==> src/rtl/coincidence_event_logger.sv <==
// -----------------------------------------------------------------------------
// coincidence_event_logger
//
// Turns the level-style output of the two-channel coincidence trigger into
// timestamped event records. Each rising edge of TRIGGER_IN that arrives while
// logging is enabled, not paused for readout and outside the programmable
// hold-off window is "accepted": its timestamp is pushed into a small FIFO
// that the ESP32 readout path drains with RD_EN. Accepted and dropped
// (FIFO-full) events are counted for rate monitoring.
//
// Ports
//   CLK          system clock, all logic on the rising edge
//   RESET        asynchronous active-low reset
//   TRIGGER_IN   coincidence trigger level (may stay high for many cycles)
//   read_mode    1 = acquisition paused for readout, no new events accepted
//   mconfig      [7:0] hold-off cycles, [8] clear (level), [9] enable,
//                [15:10] reserved and ignored
//   RD_EN        pop request, one entry per asserted cycle
//   RD_DATA      popped timestamp, holds its value between pops
//   RD_VALID     one-cycle strobe qualifying RD_DATA
//   FIFO_EMPTY   FIFO holds no entries
//   FIFO_FULL    FIFO holds DEPTH entries
//   FIFO_COUNT   current FIFO occupancy
//   EVENT_COUNT  accepted events since clear/reset (wraps)
//   DROP_COUNT   accepted events lost to a full FIFO (saturates)
// -----------------------------------------------------------------------------
module coincidence_event_logger #(
    parameter int DEPTH      = 16,
    parameter int TS_WIDTH   = 32,
    parameter int DROP_WIDTH = 16
) (
    input  logic                    CLK,
    input  logic                    RESET,
    input  logic                    TRIGGER_IN,
    input  logic                    read_mode,
    input  logic [15:0]             mconfig,
    input  logic                    RD_EN,
    output logic [TS_WIDTH-1:0]     RD_DATA,
    output logic                    RD_VALID,
    output logic                    FIFO_EMPTY,
    output logic                    FIFO_FULL,
    output logic [$clog2(DEPTH):0]  FIFO_COUNT,
    output logic [TS_WIDTH-1:0]     EVENT_COUNT,
    output logic [DROP_WIDTH-1:0]   DROP_COUNT
);

    localparam int ADDR_W = $clog2(DEPTH);
    localparam int CNT_W  = ADDR_W + 1;

    localparam logic [CNT_W-1:0]      CNT_ONE    = CNT_W'(1);
    localparam logic [CNT_W-1:0]      FULL_LEVEL = CNT_W'(DEPTH);
    localparam logic [ADDR_W-1:0]     PTR_ONE    = ADDR_W'(1);
    localparam logic [TS_WIDTH-1:0]   TS_ONE     = TS_WIDTH'(1);
    localparam logic [DROP_WIDTH-1:0] DROP_ONE   = DROP_WIDTH'(1);
    localparam logic [DROP_WIDTH-1:0] DROP_MAX   = '1;

    // ------------------------------------------------------------------
    // Configuration fields
    // ------------------------------------------------------------------
    logic [7:0] cfg_holdoff;
    logic       cfg_clear;
    logic       cfg_enable;
    logic       unused_cfg_bits;

    assign cfg_holdoff     = mconfig[7:0];
    assign cfg_clear       = mconfig[8];
    assign cfg_enable      = mconfig[9];
    assign unused_cfg_bits = ^mconfig[15:10];

    // ------------------------------------------------------------------
    // State
    // ------------------------------------------------------------------
    logic [TS_WIDTH-1:0] timestamp;
    logic                trig_d;
    logic [7:0]          holdoff;
    logic [ADDR_W-1:0]   wr_ptr;
    logic [ADDR_W-1:0]   rd_ptr;
    logic [TS_WIDTH-1:0] mem [DEPTH];

    // ------------------------------------------------------------------
    // Event qualification
    // ------------------------------------------------------------------
    logic trig_rise;
    logic accept;
    logic fifo_full_now;
    logic do_pop;
    logic do_write;
    logic do_drop;

    assign trig_rise     = TRIGGER_IN & ~trig_d;
    assign accept        = trig_rise & cfg_enable & ~read_mode & ~cfg_clear
                         & (holdoff == 8'd0);
    assign fifo_full_now = (FIFO_COUNT == FULL_LEVEL);

    // A pop needs an entry present before this edge, so an accept into an
    // empty FIFO cannot be popped in the same cycle.
    assign do_pop   = RD_EN & ~FIFO_EMPTY & ~cfg_clear;
    // When full, a simultaneous pop frees the slot the write lands in.
    assign do_write = accept & (~fifo_full_now | do_pop);
    assign do_drop  = accept & fifo_full_now & ~do_pop;

    // ------------------------------------------------------------------
    // Next-state for occupancy and hold-off
    // ------------------------------------------------------------------
    logic [CNT_W-1:0] count_next;
    logic [7:0]       holdoff_next;

    // NOTE: every combinational output gets a default first so no path
    // leaves it unassigned, which would otherwise infer a latch.
    always_comb begin
        count_next = FIFO_COUNT;
        if (cfg_clear) begin
            count_next = '0;
        end else if (do_write && !do_pop) begin
            count_next = FIFO_COUNT + CNT_ONE;
        end else if (do_pop && !do_write) begin
            count_next = FIFO_COUNT - CNT_ONE;
        end
    end

    always_comb begin
        holdoff_next = holdoff;
        if (cfg_clear) begin
            holdoff_next = 8'd0;
        end else if (accept) begin
            holdoff_next = cfg_holdoff;
        end else if (holdoff != 8'd0) begin
            holdoff_next = holdoff - 8'd1;
        end
    end

    // ------------------------------------------------------------------
    // Control, counters and read port
    // ------------------------------------------------------------------
    // NOTE: sequential state uses non-blocking assignments so every register
    // samples pre-edge values regardless of statement order.
    always_ff @(posedge CLK or negedge RESET) begin
        if (!RESET) begin
            timestamp   <= '0;
            trig_d      <= 1'b0;
            holdoff     <= 8'd0;
            wr_ptr      <= '0;
            rd_ptr      <= '0;
            FIFO_COUNT  <= '0;
            FIFO_EMPTY  <= 1'b1;
            FIFO_FULL   <= 1'b0;
            RD_DATA     <= '0;
            RD_VALID    <= 1'b0;
            EVENT_COUNT <= '0;
            DROP_COUNT  <= '0;
        end else begin
            trig_d     <= TRIGGER_IN;
            holdoff    <= holdoff_next;
            FIFO_COUNT <= count_next;
            FIFO_EMPTY <= (count_next == '0);
            FIFO_FULL  <= (count_next == FULL_LEVEL);
            RD_VALID   <= do_pop;

            if (do_pop) begin
                RD_DATA <= mem[rd_ptr];
            end

            if (cfg_clear) begin
                timestamp   <= '0;
                wr_ptr      <= '0;
                rd_ptr      <= '0;
                EVENT_COUNT <= '0;
                DROP_COUNT  <= '0;
            end else begin
                timestamp <= timestamp + TS_ONE;
                if (do_write) begin
                    wr_ptr <= wr_ptr + PTR_ONE;
                end
                if (do_pop) begin
                    rd_ptr <= rd_ptr + PTR_ONE;
                end
                if (accept) begin
                    EVENT_COUNT <= EVENT_COUNT + TS_ONE;
                end
                if (do_drop && (DROP_COUNT != DROP_MAX)) begin
                    DROP_COUNT <= DROP_COUNT + DROP_ONE;
                end
            end
        end
    end

    // ------------------------------------------------------------------
    // Timestamp storage
    // ------------------------------------------------------------------
    // NOTE: the storage array is deliberately not reset; the pointers and
    // occupancy decide which entries are meaningful, so stale contents after
    // reset or clear are never observed.
    always_ff @(posedge CLK) begin
        if (do_write) begin
            mem[wr_ptr] <= timestamp;
        end
    end

endmodule

==> config.mk <==
export PLATFORM = sky130hd
export DESIGN_NAME = coincidence_event_logger
export DESIGN_NICKNAME = d
export VERILOG_FILES = /design/src/rtl/coincidence_event_logger.sv
export SDC_FILE = /design/constraint.sdc
export NUM_CORES = 1
export LEC_CHECK = 0
export ABC_AREA = 0
export BUFFER_PORTS_ARGS = -buffer_cell sky130_fd_sc_hd__clkbuf_2
export CAP_MARGIN = 20
export CORE_UTILIZATION = 40
export CTS_BUF_LIST = sky130_fd_sc_hd__clkbuf_2
export DETAILED_ROUTE_END_ITERATION = 10
export PLACE_DENSITY = 0.64
export RECOVER_POWER = 100
export SETUP_SLACK_MARGIN = 0.4
export SLEW_MARGIN = 15
export SYNTH_ARGS = -nofsm -noshare
export SYNTH_HDL_FRONTEND = slang
export SYNTH_SLANG_ARGS = --single-unit
==> constraint.sdc <==
create_clock -name CLK -period 8.3 [get_ports CLK]
set_input_delay 0.83 -clock CLK [delete_from_list [all_inputs] [get_ports CLK]]
set_output_delay 0.83 -clock CLK [all_outputs]
set_load 0.005 [all_outputs]
# Word-level counts from Yosys, hierarchy flattened
# Memories as Yosys holds them, arrays and structs flattened. A register that Yosys moved wholly into a read port is not among the register bits.
# Cells that the tools add are included.
# totals
input_bits	21
mem_count	1
latchBits	0
register_bits	105
romBits	0
ram_bits	512
elab_cells	71
# classes
n_mul	0
bitwise	17
add_sub_neg	8
div	0
n_reduce_logical	14
shift	0
eq_ne	3
mux	17
n_lt_le_gt_ge	0
# mem_list
memory	depth	width	rd	rd_ports_with_merged_regs	wr	line	source
mem	16	32	1	1	1	78	logic [TS_WIDTH-1:0] mem [DEPTH];
# op_table
op	n
two-way mux 32 bit	3
adder 32 x 1 -> 32 bit (second input constant)	2
two-way mux 16 bit	2
two-way mux 8 bit	3
adder 16 x 1 -> 16 bit (second input constant)	1
two-way mux 4 bit	4
!= test 16 bit (second input constant)	1
two-way mux 5 bit	3
AND 1 bit	10
equality test 5 bit (second input constant)	2
adder 4 x 1 -> 4 bit (second input constant)	2
logical NOT 8 bit	1
nonzero test 2 bit	4
nonzero test 8 bit	1
subtractor 8 x 1 -> 8 bit (second input constant)	1
inverter 1 bit	6
adder 5 x 1 -> 5 bit (second input constant)	1
logical NOT 5 bit	1
subtractor 5 x 1 -> 5 bit (second input constant)	1
logical AND 1 bit	3
logical NOT 1 bit	3
nonzero test 3 bit	1
two-way mux 1 bit	2
OR 1 bit	1

# Longest topological paths before layout
# depth
word_depth	13
ltp_mapped	9
depth_no_buf	7

# Worst setup path before layout
# Ideal clock, no wire load.
# synth_path
path_type	input to register
start	input port mconfig[8]
end	memory mem[3][0], enable pin
path_slack_ns	2.927
required_time_ns	7.798
setup_ns	0.502
t_arrival_ns	4.871
cell_stages	5
cell_sequence	or3b_2 -> clkbuf_1 -> nand2b_1 -> nand2_1 -> nor4_1
# synth_between
elab_chain_cells	6
elab_cells_between_ends	8
classes_between	2 x mux; 6 x bitwise
# synth_rtl
element	line	source
start, declared	36	input logic [15:0] mconfig,
inverter 1 bit (*)	91, 97	
AND 1 bit (on tied branches)	91, 97	
AND 1 bit / OR 1 bit (equally long branches)	92, 99	
AND 1 bit (*)	99	assign do_write = accept & (~fifo_full_now | do_pop);
two-way mux 1 bit (*)	194	if (do_write) begin
two-way mux 1 bit (implied by the code) (*)	195	mem[wr_ptr] <= timestamp;
end, declared	78	
# Every way passes the cells marked *; elsewhere a longest branch is shown, timed or not.

# Final worst setup path
# layout_path
start	register holdoff[0]
end	memory mem[13][0], enable pin
# layout_between
elab_chain_cells	5
# layout_rtl
element	line	source
start, declared	75	logic [7:0] holdoff;
start signal, assigned	153	holdoff <= holdoff_next;
logical NOT 8 bit	92	& (holdoff == 8'd0);
AND 1 bit	92	
AND 1 bit	99	
two-way mux 1 bit	194	
two-way mux 1 bit (implied by the code)	195	
# Every way passes these cells.

==> flow_metrics.env <==
export IMPL_status="complete, but fails checks"
export IMPL_violations="capacitance limit, slew limit"
export IMPL_placementRows=93
export IMPL_dr_total_vias=14840
export IMPL_clkPwrFrac_pct=32.8
export IMPL_synth_nets=1570
export IMPL_slowest_delay_ns=1.70
export IMPL_synth_seq_cells=649
export IMPL_cp_slowest_cell="nor2_1"
export IMPL_switching_power_mw=1.783
export IMPL_cts_setup_buffers=0
export IMPL_holdWs_ns=0.2044
export IMPL_cts_sinks=649
export IMPL_criticalPathCategory="register to register"
export IMPL_final_area_um2=28970
export IMPL_drc=0
export IMPL_final_util_pct=45.02
export IMPL_reg2regPathDepth=7
export IMPL_die_w_um=256.8
export IMPL_startpoint="holdoff[0]"
export IMPL_layout_nets=1786
export IMPL_tns_ns=0
export IMPL_seq_power_share_pct=55.5
export IMPL_comb_power_share_pct=11.7
export IMPL_hold_violations=0
export IMPL_wirelength_met1_um=24400
export IMPL_drt_iter0_drc=1022
export IMPL_drive_above_1_share_pct=22.87
export IMPL_layout_commonest_cell="edfxtp_1"
export IMPL_synth_area_um2=25970
export IMPL_critical_path_required_ns=9.20
export IMPL_worst_pin_slew_ns=4.755
export IMPL_finalCriticalPeriod_ns=5.299
export IMPL_layout_common_cells="512 x edfxtp_1, 305 x clkbuf_2, 134 x dfrtp_1, 96 x mux4_2, 80 x mux2i_1"
export IMPL_root_buffer="clkbuf_2"
export IMPL_period_share_pct=63.84
export IMPL_top_layer_used="met4"
export IMPL_cts_tree="done"
export IMPL_whs_path_depth=2
export IMPL_grt_pass1_wl_um=88940
export IMPL_crit_buf_inv=2
export IMPL_maxCapViolCount=22
export IMPL_start_kind="register"
export IMPL_dpl_cell_area_um2=27470
export IMPL_antenna_found_initial=2
export IMPL_grt_use_total_pct=17.77
export IMPL_arrival_ns=6.20
export IMPL_drv_slew=757
export IMPL_ir_drop_uv=132.6
export IMPL_clockBufferDepth=3
export IMPL_wl_um=57080
export IMPL_overflow=0
export IMPL_dpl_hpwl_um=30040
export IMPL_cp_max_fo=19
export IMPL_wl_met2_um=27930
export IMPL_async_reset_ff_share_pct=21.11
export IMPL_clk_pin_slew_ns=0.09
export IMPL_grt_max_degree=118
export IMPL_ios=109
export IMPL_setup_violations_final=0
export IMPL_ys_warn_count=0
export IMPL_ctsHtreeMaxLevel=4
export IMPL_syn_inst=1537
export IMPL_min_delay_start="TRIGGER_IN"
export IMPL_crit_path_end_kind="register"
export IMPL_first_global_vias=15720
export IMPL_worstReg2RegEnd="mem[13][0]"
export IMPL_syn_avg_cell_area_um2=16.90
export IMPL_drt_pass1_iterations=5
export IMPL_worstSkewPairLatency_ns=1.34
export IMPL_place_gp_congestion=0.7697
export IMPL_die_height_um=256.8
export IMPL_fmax_mhz=188.7
export IMPL_internal_power_mw=4.891
export IMPL_hold_end="trig_d"
export IMPL_cts_made_buffers=163
export IMPL_port_buffers=102
export IMPL_finClkSkew_ns=0.1212
export IMPL_powerDensity_nw_per_um2=230.4
export IMPL_routedWlPerCell_um=20.70
export IMPL_slew_headroom_pct=-217.0
export IMPL_synth_cell_types=53
export IMPL_leakage_nw=10.07
export IMPL_cp_top_family="simple AND/OR/NAND/NOR gates"
export IMPL_hold_class="input port to register"
export IMPL_synth_edff_count=512
export IMPL_worstPathCellList="inv_1 -> ha_1 -> nor3b_1 -> and4_1 -> nand4_1 -> nor2_1 -> clkbuf_1"
export IMPL_routed_via_density=5.381
export IMPL_rrSetupSlack_ns=3.00
export IMPL_swShare_pct=26.72
export IMPL_synth_flop_cell="edfxtp_1"
export IMPL_reg2reg_from="holdoff[0]"
export IMPL_synth_seq_area_share_pct=72.40
export IMPL_dieArea_um2=65950
export IMPL_final_antenna_net_count=0
export IMPL_initial_core_util_pct=40.36
export IMPL_rsz0062_at_grt="no"
export IMPL_wl_met3_um=3789
export IMPL_syn_to_final_growth_pct=11.53
export IMPL_coreArea_um2=64350
[cell type report]
class	count	area (um^2)
repair buffers	134	675.6
well taps	855	1070
fillers	5745	35380
multi-input cells	782	6743
clock buffers	264	1321
diodes	10	25.02
inverters	23	86.33
clock inverters	41	237.7
flip-flops and latches	649	18810
[power groups by stage]
stage | Clock, mW | Sequential (mW) | Combinational (mW)
2_1_floorplan | 0 | 3.73 | 0.607
3_3_place_gp | 0 | 3.78 | 0.795
3_5_place_dp | 0 | 3.78 | 0.812
4_1_cts | 2.26 | 3.71 | 0.821
5_1_grt | 2.44 | 3.73 | 0.865
6_report | 2.19 | 3.70 | 0.784
[repair_timing]
item | in CTS | in global routing
endpoints found under the hold margin | 102 | 0
hold buffers | 12 | 0
setup endpoints to repair | 0 | 0
gates resized for setup | 0 | 0
[through the flow]
step	setup slack, ns	std cells	total power [mW]
after floorplan	2.927	1537	4.334
after global placement	3.900	2431	4.572
after detailed placement	3.803	2431	4.593
after CTS	4.356	2748	6.794
after global routing	2.270	2758	7.033
final	3.001	2758	6.674
[worst max path at each step]
stage | end | slack [ns] | cells past startpoint
after floorplan | mem[3][0] | 2.93 | 5
after global placement | mem[11][16] | 3.90 | 7
after detailed placement | mem[11][16] | 3.80 | 7
after CTS | mem[11][9] | 4.36 | 7
after global routing | rd_ptr[0] | 2.27 | 2
final | mem[13][0] | 3.00 | 7
[cells by family after synthesis]
family	Yosys count	synth area share, %
XOR/XNOR	42	1.416
AND/OR/NAND/NOR	292	5.974
AO/OA/AOI/OAI	259	6.585
multiplexers	177	11.45
flip-flops	649	72.40
adder cells (fa/ha/maj)	12	0.5781
buffers and inverters	106	1.595
[state kept, by name, indices dropped and copies added, names as in the netlist]
name         cells
FIFO_EMPTY       1
wr_ptr           4
mem            512
rd_ptr           4
RD_VALID         1
RD_DATA         32
FIFO_FULL        1
EVENT_COUNT     32
FIFO_COUNT       5
holdoff          8
DROP_COUNT      16
trig_d           1
timestamp       32
[cells in the mapped netlist, types with 2 or more instances]
cell	count	area share [%]
nand3_1	36	0.69
ha_1	12	0.58
buf_1	8	0.12
xnor2_1	28	0.94
o221ai_1	32	1.1
nand2_1	58	0.84
or4_1	8	0.23
o41ai_1	3	0.10
nor2_1	68	0.98
nand4bb_1	2	0.087
nor4_1	13	0.31
a2111oi_0	2	0.067
xor2_1	14	0.47
o22ai_1	32	0.77
inv_1	22	0.32
o311ai_0	2	0.067
nor3_1	13	0.25
nor4b_1	2	0.067
o21ai_0	63	1.2
nor3b_1	3	0.087
and4_1	8	0.27
mux4_2	96	8.3
buf_2	13	0.25
nand4_1	18	0.43
nand4b_1	3	0.10
a21oi_1	37	0.71
dfrtp_1	136	13
and3_1	11	0.26
a211oi_1	38	1.1
nor2b_1	3	0.072
edfxtp_1	512	59
o211ai_1	4	0.12
and2_1	14	0.34
mux2i_1	80	3.1
clkbuf_1	62	0.90
nand2b_1	4	0.096
a21o_1	32	0.92
o31ai_1	8	0.23
o21a_1	2	0.058
or3_1	22	0.53
[layer usage]
metal | GRT usage [%] | vias to the layer above
li1 | - | 6714
met1 | 22.58 | 7628
met2 | 28.76 | 426
met3 | 5.229 | 74
met4 | 6.680 | 0
met5 | 0 | -
Note: power is estimated with default switching activity, not from simulation.
